`src/rtl/wptr_full_level.sv`:
```
// Write-side pointer, full/almost-full flag and free-count controller for an async FIFO.
// Optional overflow status (wovf, wovf_cnt, wovf_clr) is enabled by defining WPTR_FULL_OVF_EN.
module wptr_full_level #(
    parameter int ADDRSIZE = 8,
    parameter int AF_RESET = 2
) (
    input  logic                wclk,
    input  logic                wrst,
    input  logic                winc,
    input  logic [ADDRSIZE:0]   wq2_rptr,
    input  logic                waf_load,
    input  logic [ADDRSIZE:0]   waf_level,
`ifdef WPTR_FULL_OVF_EN
    input  logic                wovf_clr,
    output logic                wovf,
    output logic [7:0]          wovf_cnt,
`endif
    output logic                wen,
    output logic [ADDRSIZE-1:0] waddr,
    output logic [ADDRSIZE:0]   wptr,
    output logic                wfull,
    output logic                walmost_full,
    output logic [ADDRSIZE:0]   wfree
);

    localparam int PW    = ADDRSIZE + 1;
    localparam int DEPTH = 1 << ADDRSIZE;
    localparam logic [ADDRSIZE:0] DEPTH_V    = {1'b1, {ADDRSIZE{1'b0}}};
    localparam logic [ADDRSIZE:0] AF_RESET_V = (AF_RESET >= DEPTH) ? DEPTH_V : PW'(AF_RESET);
    localparam logic              AF_FLAG_RESET = (DEPTH <= AF_RESET);

    logic [ADDRSIZE:0] wbin_reg;
    logic [ADDRSIZE:0] wptr_reg;
    logic              wfull_reg;
    logic              walmost_full_reg;
    logic [ADDRSIZE:0] wfree_reg;
    logic [ADDRSIZE:0] af_level_reg;

    logic [ADDRSIZE:0] wbin_next;
    logic [ADDRSIZE:0] wgray_next;
    logic [ADDRSIZE:0] rbin_s;
    logic [ADDRSIZE:0] used_next;
    logic [ADDRSIZE:0] free_next;
    logic [ADDRSIZE:0] af_level_next;

    // Gray to binary: each binary bit is the XOR of all gray bits at or above it.
    genvar gi;
    generate
        for (gi = 0; gi < PW; gi++) begin : g_g2b
            assign rbin_s[gi] = ^wq2_rptr[ADDRSIZE:gi];
        end
    endgenerate

    assign wen        = winc & ~wfull_reg;
    assign waddr      = wbin_reg[ADDRSIZE-1:0];
    assign wbin_next  = wbin_reg + PW'(wen);
    assign wgray_next = (wbin_next >> 1) ^ wbin_next;
    assign used_next  = wbin_next - rbin_s;
    assign free_next  = DEPTH_V - used_next;
    assign af_level_next = (waf_level > DEPTH_V) ? DEPTH_V : waf_level;

    always_ff @(posedge wclk or posedge wrst) begin
        if (wrst) begin
            wbin_reg         <= '0;
            wptr_reg         <= '0;
            wfull_reg        <= 1'b0;
            walmost_full_reg <= AF_FLAG_RESET;
            wfree_reg        <= DEPTH_V;
            af_level_reg     <= AF_RESET_V;
        end else begin
            wbin_reg         <= wbin_next;
            wptr_reg         <= wgray_next;
            wfull_reg        <= (used_next == DEPTH_V);
            wfree_reg        <= free_next;
            // A level loaded on this edge only takes effect from the next one.
            walmost_full_reg <= (free_next <= af_level_reg);
            if (waf_load) begin
                af_level_reg <= af_level_next;
            end
        end
    end

    assign wptr         = wptr_reg;
    assign wfull        = wfull_reg;
    assign walmost_full = walmost_full_reg;
    assign wfree        = wfree_reg;

`ifdef WPTR_FULL_OVF_EN
    logic       wovf_reg;
    logic [7:0] wovf_cnt_reg;
    logic       ovf_event;

    assign ovf_event = winc & wfull_reg;

    // A fresh overflow wins over a clear on the same edge.
    always_ff @(posedge wclk or posedge wrst) begin
        if (wrst) begin
            wovf_reg     <= 1'b0;
            wovf_cnt_reg <= '0;
        end else if (ovf_event) begin
            wovf_reg <= 1'b1;
            if (wovf_clr) begin
                wovf_cnt_reg <= 8'd1;
            end else if (wovf_cnt_reg != 8'hFF) begin
                wovf_cnt_reg <= wovf_cnt_reg + 8'd1;
            end
        end else if (wovf_clr) begin
            wovf_reg     <= 1'b0;
            wovf_cnt_reg <= '0;
        end
    end

    assign wovf     = wovf_reg;
    assign wovf_cnt = wovf_cnt_reg;
`endif

endmodule

```
`config.mk`:
```
export PLATFORM = sky130hd
export DESIGN_NAME = wptr_full_level
export DESIGN_NICKNAME = d
export VERILOG_FILES = /design/src/rtl/wptr_full_level.sv
export SDC_FILE = /design/constraint.sdc
export NUM_CORES = 1
export LEC_CHECK = 0
export ABC_AREA = 1
export BUFFER_PORTS_ARGS = -buffer_cell sky130_fd_sc_hd__buf_2
export CAP_MARGIN = 15
export CORE_MARGIN = 8
export CORE_UTILIZATION = 50
export CTS_BUF_LIST = sky130_fd_sc_hd__clkbuf_8
export DETAILED_ROUTE_END_ITERATION = 7
export PLACE_DENSITY_LB_ADDON = 0.2
export SYNTH_ARGS = -nofsm -noshare
export SYNTH_HDL_FRONTEND = slang
export SYNTH_SLANG_ARGS = --single-unit
```
`constraint.sdc`:
```
create_clock -name wclk -period 6.8 [get_ports wclk]
set_input_delay 0.34 -clock wclk [delete_from_list [all_inputs] [get_ports wclk]]
set_output_delay 0.34 -clock wclk [all_outputs]
set_load 0.02 [all_outputs]
```
==> results.ini <==
[outcome]
outcome = completed

[critical_path]
worst-path-max-fanout = 5
cp-start-kind = register
timing.rr.start = wfull
worstSetupStartpoint = wfull
worstPathArrival_ns = 3.85
crit_type = reg2reg
required_ns = 6.98
end_kind = register

[cts]
clock_path_buffers = 2
cts-root-buf = clkbuf_8
post_cts_buffers = 0
h-tree-depth = 2
clk_pin_slew_ns = 0.07
tritoncts = yes
insertion_delay_ns = 0.28
cts_made_buffers = 5
ctsHoldBuffers = 0
cts_resized = 0
cts.sinks = 37

[logic_synthesis]
synth.top_cells.by_count = 85 x nand2_1, 46 x inv_1, 35 x dfrtp_1
yosysWarnings = 0
ys_async_sr_fraction = 1.00
synth_area_leaders = dfrtp_1 34%, nand2_1 12%, ha_1 8.7%
synth_top_area_frac = 0.338
yosysMostFrequentCell = nand2_1
ys_seq_elements = 37
synth.distinct_cells = 27
syn_nets = 365
synth-edff-count = 0
synthCells = 324
synthesis.area_um2 = 2590
syn_area_per_cell_um2 = 7.99
synth-main-ff-cell = dfrtp_1
ys_seq_area_frac = 0.359
synth_area_leader_cell = dfrtp_1

[layout]
final_layout_size_suffix_gt1_frac = 0.277
antenna_cells = 0
final_nets = 422
syn2layout_area_growth_pct = 16.7
fillers = 459

[timing]
fin_tns_setup_ns = 0
period_needed_ns = 3.67
post-route-period-util = 0.539
slew_viol_final = 0
worst_pin_slew_ns = 0.474
whs_ns = 0.149
setup_ws_ns = 3.13
setup_viol = 0
rsz0062_at_grt = false
finalHoldViolations = 0
slew_headroom = 0.683
worst_clock_skew_ns = 0.00965
fmax_ghz = 0.273

[place]
portBuffers = 50
place_hpwl_um = 4330
pre_cts_slack_ns = 3.09
gp_congestion = 0.790

[power]
pwr_density_cell_nw_per_um2 = 517
ir_drop_mv = 0.193
leakage_nw = 1.74

[min_path]
hp-class = in2async

[run]
drv_cap = 0

[grt]
grt_pass1_wl_um = 9000
grt.total_usage = 0.146
met3_usage = 0.0272
grt_max_degree = 38
gr-max-usage-layer = met2
grt.overflow.total = 0
gr-usage-met1 = 0.182
grt_pass1_vias = 2064
grt.met2_usage = 0.245
antenna_found_initial = 0

[routing]
drtPass1Iterations = 5
wl_per_cell_um = 11.5
finalWirelength_um = 5190
num_vias = 2157
first_iter_violations = 124
ant_nets = 0
viasPerCell = 4.77
drc_errors = 0

[floorplanning]
io_pins = 51
start_util = 0.513
die_area_um2 = 7730
die_h_um = 87.9
coreArea_um2 = 5040
row_count = 26
die_x_um = 87.9

final cells by class:
type,instances,area (um^2),area share
multi-input combinational,232,1450,0.481
sequential,37,928,0.308
timing repair buffer,51,258,0.0854
inverter,54,203,0.0671
tap,70,87.6,0.0290
clock buffer,6,82.6,0.0274
clock inverter,2,7.51,0.00249
metrics by stage:
| step | util | instance area [um^2] | total power, mW | instances |
|---|---|---|---|---|
| after floorplan | - | 2590 | 1.17 | 324 |
| after global placement | 0.581 | 2930 | 1.39 | 444 |
| after detailed placement | 0.581 | 2930 | 1.42 | 444 |
| after CTS | 0.599 | 3020 | 1.57 | 452 |
| after global routing | 0.599 | 3020 | 1.72 | 452 |
| final | 0.599 | 3020 | 1.56 | 452 |
critical path: stages, from the launching register on:
cell	delay, ns
dfrtp_1	0.38
nor2_1	0.21
ha_1	0.25
xor2_1	0.42
inv_1	0.14
fa_1	0.46
inv_1	0.11
nand3_4	0.10
nand2_2	0.11
nand2_2	0.06
nand2_1	0.07
nand2_2	0.07
nor2_2	0.11
nand3_1	0.10
nand2_1	0.08
inv_1	0.06
ha_1	0.31
a21oi_1	0.18
nand2_1	0.08
a21oi_1	0.14
nor2_1	0.05
o32ai_1	0.10
layer usage:
layer  wire, um  up-vias
li1           -     1130
met1       2450      968
met2       2320       52
met3        338        7
met4         87        0
met5          0        -
cell families (layout without fill, tap and decap cells):
kind of cell	after synthesis	after routing	synth area share
AOI/OAI and AO/OA	21	21	0.0469
and+or+nand+nor	168	168	0.331
buffers and inverters	55	113	0.0798
xor gates and xnor gates	24	24	0.0885
DFF	37	37	0.359
adders and majority gates	19	19	0.0948
cell usage in the layout (no fill, tap or decap), types with 8 or more instances in the layout:
master and instances:
nand2_1 85, buf_2 50, inv_1 48, dfrtp_1 35, nand3_1 25, nand2_2 22, ha_1 18, xor2_1 15
nor2_1 13, o21ai_0 9, nand2_4 9, xnor2_1 8
report_power, final:
part / leakage (nW) / internal [mW] / switching, mW
registers: 0.447 / 0.309 / 0.0428
logic: 1.24 / 0.390 / 0.671
clock network: 0.0538 / 0.0795 / 0.0681
total: 1.74 / 0.779 / 0.782
worst paths after layout:
check / end / slack, ns / depth (start not counted)
max: walmost_full / 3.13 / 21
min: wptr[5] / 0.15 / 3
max reg2reg: walmost_full / 3.13 / 21
min reg2reg: af_level_reg[1] / 0.51 / 2
max in group asynchronous: wfree[8] / 6.31 / 3
min in group wclk: af_level_reg[3] / 0.30 / 3
No activity file was read; power rests on OpenSTA's default activity.
